--- config.mk ---
export PLATFORM = sky130hd
export DESIGN_NAME = add_serial_ctrl
export DESIGN_NICKNAME = d
export VERILOG_FILES = /design/src/rtl/add_pkg.sv /design/src/rtl/add_04bit_ahead.sv /design/src/rtl/add_serial_ctrl.sv
export SDC_FILE = /design/constraint.sdc
export NUM_CORES = 1
export LEC_CHECK = 0
export BUFFER_PORTS_ARGS = -buffer_cell sky130_fd_sc_hd__buf_2
export CAP_MARGIN = 20
export CORE_UTILIZATION = 40
export CTS_CLUSTER_SIZE = 20
export DETAILED_ROUTE_END_ITERATION = 6
export GPL_TIMING_DRIVEN = 1
export PLACE_DENSITY = 0.63
export RECOVER_POWER = 100
export SKIP_LAST_GASP = 1
export SLEW_MARGIN = 5
export SYNTH_ARGS = -nofsm -noshare
export SYNTH_HDL_FRONTEND = slang
export SYNTH_HIERARCHICAL = 1
export SYNTH_SLANG_ARGS = --single-unit
--- constraint.sdc ---
create_clock -name i_clk -period 2.58 [get_ports i_clk]
set_input_delay 0.258 -clock i_clk [delete_from_list [all_inputs] [get_ports i_clk]]
set_output_delay 0.258 -clock i_clk [all_outputs]
set_load 0.005 [all_outputs]
--- src/rtl/add_pkg.sv ---
// Shared types and constants for the add_* nibble-serial sequencers.
package add_pkg;
    typedef enum logic [1:0] {ST_IDLE, ST_CALC, ST_DONE} add_seq_st_e;
    localparam int NIB_W = 4;
endpackage

--- src/rtl/add_04bit_ahead.sv ---
// 4-bit carry-lookahead adder, purely combinational.
module add_04bit_ahead (
    input  logic [3:0] i_num_a,
    input  logic [3:0] i_num_b,
    input  logic       i_cry,
    output logic [3:0] o_res,
    output logic       o_cry
);
    logic [3:0] g;
    logic [3:0] p;
    logic [4:0] c;

    assign g = i_num_a & i_num_b;
    assign p = i_num_a ^ i_num_b;

    // Every carry is flattened from g/p and the carry-in, so no ripple chain.
    assign c[0] = i_cry;
    assign c[1] = g[0] | (p[0] & c[0]);
    assign c[2] = g[1] | (p[1] & g[0]) | (p[1] & p[0] & c[0]);
    assign c[3] = g[2] | (p[2] & g[1]) | (p[2] & p[1] & g[0]) | (p[2] & p[1] & p[0] & c[0]);
    assign c[4] = g[3] | (p[3] & g[2]) | (p[3] & p[2] & g[1]) | (p[3] & p[2] & p[1] & g[0])
                | (p[3] & p[2] & p[1] & p[0] & c[0]);

    assign o_res = p ^ c[3:0];
    assign o_cry = c[4];
endmodule

--- src/rtl/add_serial_ctrl.sv ---
// Nibble-serial add/subtract through one shared 4-bit CLA; LSB nibble first.
// Result valid DATA_W/4+1 cycles after accept; held in DONE until the consumer takes it.
module add_serial_ctrl
    import add_pkg::*;
#(
    parameter int DATA_W = 32
) (
    input  logic              i_clk,
    input  logic              i_rst,
    input  logic              i_vld,
    output logic              o_rdy,
    input  logic [DATA_W-1:0] i_num_a,
    input  logic [DATA_W-1:0] i_num_b,
    input  logic              i_cry,
    input  logic              i_sub,
    output logic              o_vld,
    input  logic              i_rdy,
    output logic [DATA_W-1:0] o_res,
    output logic              o_cry,
    output logic              o_ovf
);
    localparam int NIB_N = DATA_W / NIB_W;
    localparam int CNT_W = (NIB_N > 1) ? $clog2(NIB_N) : 1;

    if ((DATA_W % NIB_W) != 0 || DATA_W < 8) begin : g_bad_width
        $error("add_serial_ctrl: DATA_W must be a multiple of 4 and at least 8");
    end

    add_seq_st_e       state;
    logic [DATA_W-1:0] a_sh;
    logic [DATA_W-1:0] b_sh;
    logic [DATA_W-1:0] res_sh;
    logic              cry_q;
    logic              msb_a;
    logic              msb_b;
    logic [CNT_W-1:0]  cnt;

    logic [NIB_W-1:0]  add_res;
    logic              add_cry;
    logic [DATA_W-1:0] res_next;

    add_04bit_ahead u_add_04bit_ahead (
        .i_num_a (a_sh[NIB_W-1:0]),
        .i_num_b (b_sh[NIB_W-1:0]),
        .i_cry   (cry_q),
        .o_res   (add_res),
        .o_cry   (add_cry)
    );

    assign res_next = {add_res, res_sh[DATA_W-1:NIB_W]};
    assign o_rdy    = (state == ST_IDLE);
    assign o_vld    = (state == ST_DONE);

    always_ff @(posedge i_clk) begin
        if (i_rst) begin
            state  <= ST_IDLE;
            a_sh   <= '0;
            b_sh   <= '0;
            res_sh <= '0;
            cry_q  <= 1'b0;
            msb_a  <= 1'b0;
            msb_b  <= 1'b0;
            cnt    <= '0;
            o_res  <= '0;
            o_cry  <= 1'b0;
            o_ovf  <= 1'b0;
        end else begin
            case (state)
                ST_IDLE: begin
                    if (i_vld) begin
                        // Subtract is folded into an add of ~B with a forced carry-in.
                        a_sh  <= i_num_a;
                        b_sh  <= i_sub ? ~i_num_b : i_num_b;
                        cry_q <= i_sub | i_cry;
                        msb_a <= i_num_a[DATA_W-1];
                        msb_b <= i_sub ? ~i_num_b[DATA_W-1] : i_num_b[DATA_W-1];
                        cnt   <= '0;
                        state <= ST_CALC;
                    end
                end
                ST_CALC: begin
                    a_sh   <= a_sh >> NIB_W;
                    b_sh   <= b_sh >> NIB_W;
                    res_sh <= res_next;
                    cry_q  <= add_cry;
                    cnt    <= cnt + CNT_W'(1);
                    if (cnt == CNT_W'(NIB_N - 1)) begin
                        o_res <= res_next;
                        o_cry <= add_cry;
                        o_ovf <= (msb_a == msb_b) && (add_res[NIB_W-1] != msb_a);
                        state <= ST_DONE;
                    end
                end
                ST_DONE: begin
                    if (i_rdy) begin
                        state <= ST_IDLE;
                    end
                end
                default: state <= ST_IDLE;
            endcase
        end
    end
endmodule

# After elaboration in Yosys (flattened, before gate mapping)
# Cells that the tools add are included.
[word_totals] elab_cells=73 latchBits=0 romBits=0 output_inout_bits=36 regBits=138 mem_count=0 ram_bits=0
[classes] n_div=0 add_sub_neg=1 shift=0 order_cmp=0 bitwise_logic=32 n_reduce_logical=7 eq_ne=8 mux=14 mul=0
[op_table] operator="32-bit case mux with 2 select lines" n=2
[op_table] operator="32-bit 2-to-1 mux" n=3
[op_table] operator="32-bit inverter" n=1
[op_table] operator="1-bit AND" n=16
[op_table] operator="1-bit OR" n=11
[op_table] operator="4-bit bitwise XOR" n=2
[op_table] operator="2-bit 2-to-1 mux" n=3
[op_table] operator="2-bit case mux with 3 select lines" n=1
[op_table] operator="3-bit case mux with 2 select lines" n=1
[op_table] operator="2-bit AND reduction" n=3
[op_table] operator="4-bit AND" n=1
[op_table] operator="2-bit inequality test, second input constant" n=2
[op_table] operator="3-bit by 1-bit adder with 3-bit output, second input constant" n=1
[op_table] operator="3-bit equality test, second input constant" n=1
[op_table] operator="3-bit 2-to-1 mux" n=1
[op_table] operator="3-bit AND reduction" n=1
[op_table] operator="2-bit by 1-bit equality test with 1-bit output, second input constant" n=1
[op_table] operator="2-bit equality test, second input constant" n=1
[op_table] operator="2-bit logical NOT" n=1
[op_table] operator="1-bit 2-to-1 mux" n=2
[op_table] operator="2-bit by 1-bit inequality test with 1-bit output, second input constant" n=1
[op_table] operator="1-bit case mux with 2 select lines" n=1
[op_table] operator="2-bit nonzero test" n=1
[op_table] operator="1-bit equality test" n=1
[op_table] operator="other kinds (3)" n=3

# Logic depth before layout (Yosys ltp)
# Gate-level depths: netlist of the first run.
[depth] ltp_word=8 ltp_mapped=7 depth_no_buf=7

# By module
# The synthesis of the first run kept the hierarchy.
[modules_own_cells] module="add_serial_ctrl" area_each_um2=5477.8 n_inst=1 seq_area_each_um2=2682.6 cells_each=603
[modules_own_cells] module="add_04bit_ahead" area_each_um2=147.6 n_inst=1 seq_area_each_um2=0.0 cells_each=17

# Worst setup path after synthesis of the first run
# OpenSTA, ideal clock, no wires.
[synth_timing] path_kind="register to register" start="reg a_sh[2]" end="reg o_ovf" t_required_ns=2.447 stages_incl_launch_ff=8 arrival_time_ns=1.652 n_path_buf=0 synth_period_minus_slack_ns=1.785 slack_ns=0.795 path_cell_list="dfxtp_1 > ha_1 > a21o_1 > a31o_1 > xor2_1 > and3b_1 > a211oi_1 > nor3_1"
[synth_via] elab_chain_len=8
[synth_rtl] element="start: declaration" line_no="add_serial_ctrl.sv:30" source="logic [DATA_W-1:0] a_sh;"
[synth_rtl] element="start signal: assignment" line_no="add_serial_ctrl.sv:72" source="a_sh <= i_num_a;"
[synth_rtl] element="start signal: assignment" line_no="add_serial_ctrl.sv:82" source="a_sh <= a_sh >> NIB_W;"
[synth_rtl] element="4-bit bitwise XOR" line_no="add_04bit_ahead.sv:14" source="assign p = i_num_a ^ i_num_b;"
[synth_rtl] element="1-bit AND" line_no="add_04bit_ahead.sv:20" source="assign c[3] = g[2] | (p[2] & g[1]) | (p[2] & p[1] & g[0]) | (p[2] & p[1] & p[0] & c[0]);"
[synth_rtl] element="1-bit OR / 1-bit AND (equally long branches) (2 in a row)" line_no="add_04bit_ahead.sv:20"
[synth_rtl] element="1-bit OR (*)" line_no="add_04bit_ahead.sv:20"
[synth_rtl] element="4-bit bitwise XOR (*)" line_no="add_04bit_ahead.sv:24" source="assign o_res = p ^ c[3:0];"
[synth_rtl] element="named net add_res[3]" line_no="add_serial_ctrl.sv:38" source="logic [NIB_W-1:0] add_res;"
[synth_rtl] element="1-bit inequality test (*)" line_no="add_serial_ctrl.sv:90" source="o_ovf <= (msb_a == msb_b) && (add_res[NIB_W-1] != msb_a);"
[synth_rtl] element="1-bit logical AND (*)" line_no="add_serial_ctrl.sv:90"
[synth_rtl] element="end signal: assignment" line_no="add_serial_ctrl.sv:90"
[synth_rtl] element="end: declaration" line_no="add_serial_ctrl.sv:20" source="output logic o_ovf"
# The timed path passes the listed nets; every way through them passes the cells marked *.
# A chain may end at the register's enable or synchronous reset.

# Worst setup path after layout of the first run
[layout_timing] start="in i_rst" end="reg o_ovf"
[layout_lines] element="start: declaration" line_no="add_serial_ctrl.sv:9" source="input logic i_rst,"
# No word-level cell between the ends.

==> key figures, run 1 <==
Placed design
  • Placed insts: 858
  • Port Buffers: 105
  • Dpl hpwl: 8479 um
  • RePlAce Congestion: 0.8027

GRT
  • Gr usage total: 17.91%
  • Largest net degree at the start of global routing: 80
  • Vias in the first global route: 4,289
  • Busiest grt layer: met2
  • Initial antenna violation count: 0
  • First-pass GRT wire length: 20,420 um
  • Met2 Resource Use GR: 28.27%
  • Met3 usage: 4.104%
  • Global route overflow: 0
  • Met1 usage: 23.22%

Critical path
  • Crit Path Category: primary input to flop
  • Crit-path cells: buf_4, buf_4, clkbuf_2, nor3_1
  • FF-to-FF End: a_sh[26]$_SDFFE_PP0P_
  • CP endpoint: o_ovf$_SDFFE_PP0P_
  • Crit path max fanout: 79
  • RR Startpoint: state[1]$_SDFFE_PP0P_
  • Worst Reg-to-Reg Cells: 4
  • Crit-path max cell delay: 1.19 ns
  • WP data arrival: 2.29 ns
  • Max stage delay cell, worst path: clkbuf_2
  • R2R setup slack: 0.54 ns
  • Startpoint types: primary input
  • Crit end category: flop
  • WP data required: 2.80 ns
  • CP Launch Point: i_rst
  • Crit-path most repeated cell: buf_4

Drt
  • Wirelength per Cell: 14.05 um
  • 1st-iter DRT viols: 319
  • DR pass1 iterations: 6
  • DRT antenna net count: 0
  • Vias/cell: 5.089
  • # DRC: 0
  • Vias: 4,519
  • WL final: 12,470 um

Clock network
  • Clock buffer depth: 2
  • CTS tree: done
  • Root buffer cell: clkbuf_16
  • Clock latency on the worst-skew pair: 0.41 ns
  • Inserted Clock Buffers: 17
  • CTS HTree Levels: 4
  • Clock slew at reported path FFs: 0.06 ns
  • # Post-CTS Setup Buffers: 0
  • CTS Hold Buffers Added: 0
  • Clk sinks: 134
  • # resized after CTS: 0

Job
  • # Max-Cap Violations: 1

Layout
  • Final nets: 778
  • Share of layout cells above drive strength 1: 20.22%
  • Fin cells: 888
  • Layout area overhead: 18.91%
  • Ant. Diodes: 0

Timing
  • Least-Margin Pin Slew: 1.534 ns
  • Crit path time final: 2.065 ns
  • Final setup vio count: 0
  • Max Slew Vio Count: 80
  • Fmax: 0.4843 GHz
  • RSZ-0062 raised after global routing: false
  • Worst slew margin: -2.294%
  • Post-Route Skew: 0.007971 ns
  • Final period util: 80.04%
  • Final Hold Fails: 0
  • TNS Setup: 0 ns

Hold path
  • Hold Crit Start: i_num_a[30]
  • Hold Crit Depth: 3
  • Hold Path Class: primary input to flop

Floorplanning
  • Core box area: 0.01345 mm^2
  • Die area: 0.01454 mm^2
  • Die width: 120.6 um
  • Chip Height: 120.6 um
  • Initial Utilization: 41.82%
  • Site row count: 42
  • Ports: 106

Logic synthesis
  • Sequential share of the synthesized area: 47.69%
  • Async SR Flop Fraction: 0%
  • Count of unique library cells instantiated by Yosys: 36
  • Post-Synthesis Cells: 620
  • Synth Net Count: 697
  • Top_reg_cell synth: dfxtp_1
  • Synth Cell Area: 0.005625 mm^2
  • Mean Syn Cell Area: 9.073 um^2
  • Post-synth EDFFs: 0
  • Seq cells post-synth: 134
  • Yosys warns: 6

Power
  • Leakage: 0.002546 uW
  • Power density over cell area: 756.4 mW/mm^2
  • Total power: 5060 uW
  • VDD IR-drop max: 0.4697 mV

Outcome
  • Status: complete, but fails checks
  • Failing checks: max-capacitance violations, max-slew violations
==> layout make-up <==
type | instances | area [um^2]
repair buffers | 114 | 559.3
well taps | 176 | 220.2
multi-input cells | 430 | 2639
inverters | 4 | 15.01
fillers | 1331 | 6764
flip-flops and latches | 134 | 2683
clock buffers | 21 | 470.5
clock inverters | 9 | 102.6
==> power breakdown <==
part           total (uW)  internal (uW)  switching [uW]
registers            2240           2170            63.1
logic                 514            221             293
clock network        2310           1480             829
total                5060           3870            1190
==> how the worst min path moves through the flow <==
stage,to,slack (ns)
finish,a_sh[30]$_SDFFE_PP0P_,0.12
CTS,a_sh[30]$_SDFFE_PP0P_,0.1
global route,b_sh[9]$_SDFFE_PP0P_,0.14
floorplan,a_sh[31]$_SDFFE_PP0P_,0.42
global placement,o_res[0]$_SDFFE_PP0P_,0.44
detailed placement,o_res[4]$_SDFFE_PP0P_,0.45
==> cell usage in the layout, fill, tap and decap left out, types with 2 or more instances in the layout <==
master	n
clkbuf_16	17
clkbuf_8	3
a22oi_1	23
bufinv_16	2
buf_2	82
nand2_1	132
dfxtp_1	134
mux2i_1	29
and3b_1	2
o22ai_2	10
o22ai_1	10
a221o_1	8
clkbuf_1	22
nor2_1	47
nand3_1	6
inv_1	4
nand2b_1	3
or4b_1	2
ha_1	6
a21oi_1	73
clkinvlp_4	3
xor2_1	5
nor3_1	2
clkbuf_2	5
a211oi_1	21
a211oi_2	8
a21o_1	3
xnor2_1	30
clkinv_2	4
buf_4	6
==> sequential cells by signal, indices dropped and copies added, names as in the netlist, 2 cells and up <==
name    flops
res_sh     28
a_sh       32
cnt         3
state       2
o_res      32
b_sh       32
==> Yosys cell counts, drive strengths merged, types with 4 or more instances <==
cell type	n	area share, %
a21oi	73	6.5
mux2i	29	5.2
ha	6	1.3
a211oi	29	4.8
xnor2	30	4.7
clkbuf	16	1.1
a221o	8	1.4
nand2	132	8.8
dfxtp	134	48
buf	36	4.0
xor2	5	0.78
nor2	47	3.1
a22oi	23	3.1
o22ai	20	3.3
inv	4	0.27
nand3	6	0.53
==> routing by layer <==
layer	vias up	part of all wire (%)	wire length, um
met5	-	0	0
met4	0	2.2	269
met3	21	4.0	502
met2	109	47	5810
met1	2094	47	5889
li1	2295	-	-
==> cells by family after synthesis <==
kind of cell / synth area share (%)
flops: 47.69
compound gates: 20.15
buf+inv: 5.360
xor+xnor: 5.449
mux: 5.160
fa+ha+maj: 1.690
simple gates: 14.50
==> worst max-delay path, delay by kind of cell <==
family / cells / cell delay [ns]
buf+inv: 3 / 1.86
simple gates: 1 / 0.15
==> stage by stage <==
stage                     setup WS, ns  hold WS [ns]  cell area [um^2]  utilization (%)
after floorplan                 0.7955        0.4166              5625                -
after global placement          0.6510        0.4406              6163            45.81
after detailed placement        0.6301        0.4478              6163            45.81
after CTS                       0.6228       0.09645              6736            50.07
after global routing            0.2938        0.1360              6689            49.72
final                           0.5151        0.1225              6689            49.72
Power figures use the tool's default switching activity.
==> inputs of run 2 (changes only) <==
ABC_AREA = 1   (was unset)
PLACE_DENSITY = 0.62   (was 0.63)
clock period = 2.1 ns   (was 2.58 ns; I/O delays follow)
==> run 2 against run 1 <==
  * The flow now finishes without violations
  * Non-clock buffer count increased by 6
  * First-iteration DRC count decreased by 7.5%
  * Count of clock-buffer cells in the layout decreased by 1
  * Critical endpoint is now b_sh[19]$_SDFFE_PP0P_
==> key figures, run 2 <==
Hold path
  • Hold Crit Start: i_rdy
  • WHS Endpoint: state[1]$_SDFFE_PP0P_
  • Hold Path Class: primary input to flop
  • Hold Crit Depth: 4 (+1)

GRT
  • Global route overflow: 0 (unchanged)
  • Largest net degree at the start of global routing: 80 (unchanged)
  • First-pass GRT wire length: 24,630 um (+21%)
  • Initial antenna violation count: 0 (unchanged)
  • Vias in the first global route: 5,356 (+25%)
  • Gr usage total: 19.27% (+1.4 points)

Logic synthesis
  • Yosys warns: 6 (unchanged)
  • Count of unique library cells instantiated by Yosys: 24 (-33%)
  • Share of the synthesized area in the top cell type: 44.66% (-3.0 points)
  • Sequential share of the synthesized area: 44.66% (-3.0 points)
  • Synth Cell Area: 0.006007 mm^2 (+6.8%)
  • Post-Synthesis Cells: 928 (+50%)
  • Synth cell count leaders: nand2_1, nor2_1, dfxtp_1
  • Mean Syn Cell Area: 6.473 um^2 (-29%)
  • Post-synth EDFFs: 0 (unchanged)
  • Seq cells post-synth: 134 (unchanged)
  • Largest cells by area after synthesis: dfxtp_1, nand2_1, nor2_1, o21ai_0, inv_1
  • Cell taking the most area after synthesis: dfxtp_1
  • Count leader, synth: nand2_1
  • Top_reg_cell synth: dfxtp_1
  • Async SR Flop Fraction: 0% (unchanged)
  • Synth Net Count: 1,005 (+44%)

Layout
  • Commonest non-fill, non-tap cell in the layout: nand2_1
  • Top Registers: a_sh (32), b_sh (32), o_res (32)
  • Area of the multi-input gates: 0.002795 mm^2 (+5.9%)
  • Share of layout cells above drive strength 1: 14.23% (-6.0 points)
  • Most frequent cells in the layout: nand2_1, nor2_1, dfxtp_1
  • Final nets: 1,090 (+40%)
  • Fin cells: 1,210 (+36%)
  • # fillers: 1,525 (+15%)
  • Layout area overhead: 20.64%
  • Ant. Diodes: 0 (unchanged)
  • Final Util: 49.67% (about the same)
  • FF+latch area: 0.002683 mm^2 (unchanged)

Floorplanning
  • Die area: 0.01551 mm^2 (+6.7%)
  • Core box area: 0.01459 mm^2 (+8.4%)
  • Ports: 106 (unchanged)
  • Die width: 124.5 um (+3.3%)
  • Chip Height: 124.5 um (+3.3%)
  • Initial Utilization: 41.17% (-0.64 points)
  • Site row count: 44 (+4.8%)

Clock network
  • CTS Hold Buffers Added: 0 (unchanged)
  • Clock latency on the worst-skew pair: 0.42 ns (about the same)
  • Clock slew at reported path FFs: 0.06 ns (about the same)
  • Inserted Clock Buffers: 17 (unchanged)
  • CTS tree: done
  • # Post-CTS Setup Buffers: 0 (unchanged)
  • # resized after CTS: 0 (unchanged)
  • Root buffer cell: clkbuf_16
  • Clock buffer depth: 2 (unchanged)
  • Clk sinks: 134 (unchanged)
  • CTS HTree Levels: 4 (unchanged)

Critical path
  • R2R setup slack: 0.46 ns (-0.08 ns)
  • Delay-heaviest family, CP: buffers and inverters
  • RR Startpoint: state[0]$_SDFFE_PP0P_
  • Crit Path Category: flop to flop
  • FF-to-FF End: b_sh[19]$_SDFFE_PP0P_
  • WP data required: 2.46 ns (-0.34 ns)
  • Crit-path max cell delay: 0.58 ns (-0.61 ns)
  • Crit path max fanout: 36 (-54%)
  • Max stage delay cell, worst path: clkbuf_2
  • Crit-path cells: inv_1, nand2_1, nor2_2, clkbuf_2, nand2_1, nand3_1, nand2_1, inv_1
  • Crit end category: flop
  • Startpoint types: flop
  • Crit-path most repeated cell: nand2_1
  • Crit path buf inv count: 3 (unchanged)
  • WP data arrival: 2.00 ns (-0.29 ns)
  • Worst Reg-to-Reg Cells: 8 (+4)

Timing
  • Final setup vio count: 0 (unchanged)
  • Final Hold Fails: 0 (unchanged)
  • Fin Hold WS: 0.05068 ns (-0.07177 ns)
  • Final period util: 77.97%
  • RSZ-0062 raised after global routing: false
  • Max Slew Vio Count: 0 (-100%)
  • TNS Setup: 0 ns (unchanged)
  • Post-Route Skew: 0.006817 ns (-0.001154 ns)
  • Fmax: 0.6108 GHz
  • Least-Margin Pin Slew: 0.7461 ns (-0.7883 ns)
  • Crit path time final: 1.637 ns
  • Worst slew margin: 50.26% (+53 points)

Drt
  • Wirelength per Cell: 11.68 um (-17%)
  • Vias: 5,609 (+24%)
  • Vias/cell: 4.636 (-8.9%)
  • DRT antenna net count: 0 (unchanged)
  • WL final: 14,130 um (+13%)
  • DR pass1 iterations: 4 (-2)
  • 1st-iter DRT viols: 295 (-7.5%)
  • # DRC: 0 (unchanged)

Job
  • # Max-Cap Violations: 0 (-1)

Placed design
  • Port Buffers: 105 (unchanged)
  • RePlAce Congestion: 0.7562 (-5.8%)
  • Dpl hpwl: 9067 um (+6.9%)
  • Placed insts: 1,178 (+37%)

Power
  • Leakage: 0.003848 uW (+51%)
  • VDD IR-drop max: 0.6240 mV (+33%)
  • Power density over cell area: 891.4 mW/mm^2 (+18%)
  • Total power: 6460 uW (+28%)

Outcome
  • Status: completed
run 2: changes by cell type in the layout (fill, tap and decap cells not counted), moves of 11 or more:
cell / before / now
nand2_1: 132 / 319
inv_1: 4 / 74
clkbuf_1: 22 / 11
a22oi_1: 23 / 0
mux2i_1: 29 / 0
nand3_1: 6 / 32
buf_2: 82 / 93
a21oi_1: 73 / 19
o21ai_0: 0 / 90
a211oi_1: 21 / 0
xnor2_1: 30 / 1
nor2_1: 47 / 181
run 2: routing by layer:
layer,share of wire [%],GRT usage [%],wire [um]
met5,0,0,0
met4,1.3,6.024,181
met3,3.6,5.241,510
met2,45,31.30,6304
met1,50,24.74,7136
run 2: cell type report:
cell class | instances | share of cell area [%]
Tap cell | 184 | 3.177
Multi-Input combinational cell | 664 | 38.57
Clock inverter | 12 | 1.744
Timing Repair Buffer | 120 | 9.116
Clock buffer | 20 | 6.440
Sequential cell | 134 | 37.02
Inverter | 76 | 3.936
run 2: metrics by stage:
step                cell area (um^2)  setup WS [ns]
floorplan                       6007         0.7060
global placement                6694         0.5721
detailed placement              6694         0.5580
CTS                             7287         0.5435
global route                    7247         0.2404
finish                          7247         0.4627
run 2: worst max path at each step:
stage	start	cells after the start	end	slack (ns)
2_1_floorplan	a_sh[2]$_SDFFE_PP0P_	10	o_ovf$_SDFFE_PP0P_	0.71
3_3_place_gp	a_sh[2]$_SDFFE_PP0P_	10	o_ovf$_SDFFE_PP0P_	0.57
3_5_place_dp	state[0]$_SDFFE_PP0P_	7	a_sh[5]$_SDFFE_PP0P_	0.56
4_1_cts	state[0]$_SDFFE_PP0P_	7	a_sh[5]$_SDFFE_PP0P_	0.54
5_1_grt	state[1]$_SDFFE_PP0P_	8	b_sh[14]$_SDFFE_PP0P_	0.24
6_report	state[0]$_SDFFE_PP0P_	8	b_sh[19]$_SDFFE_PP0P_	0.46
run 2: worst min-delay path, cell delays in order:
cell and delay, ns:
buf_2 0.08, inv_1 0.03, nand2_1 0.05, a21oi_1 0.05
run 2: power by group:
group          internal [uW]  total (uW)  switching [uW]
Sequential              2700        2790            92.1
Combinational            271         723             451
Clock                   1760        2950            1190
Total                   4730        6460            1730
run 2: cell families after synthesis:
group / Yosys count / synth area share [%]
flops: 134 / 44.66
simple gates: 538 / 34.66
buf+inv: 130 / 8.769
compound gates: 114 / 9.602
fa+ha+maj: 7 / 1.583
xor+xnor: 5 / 0.7290
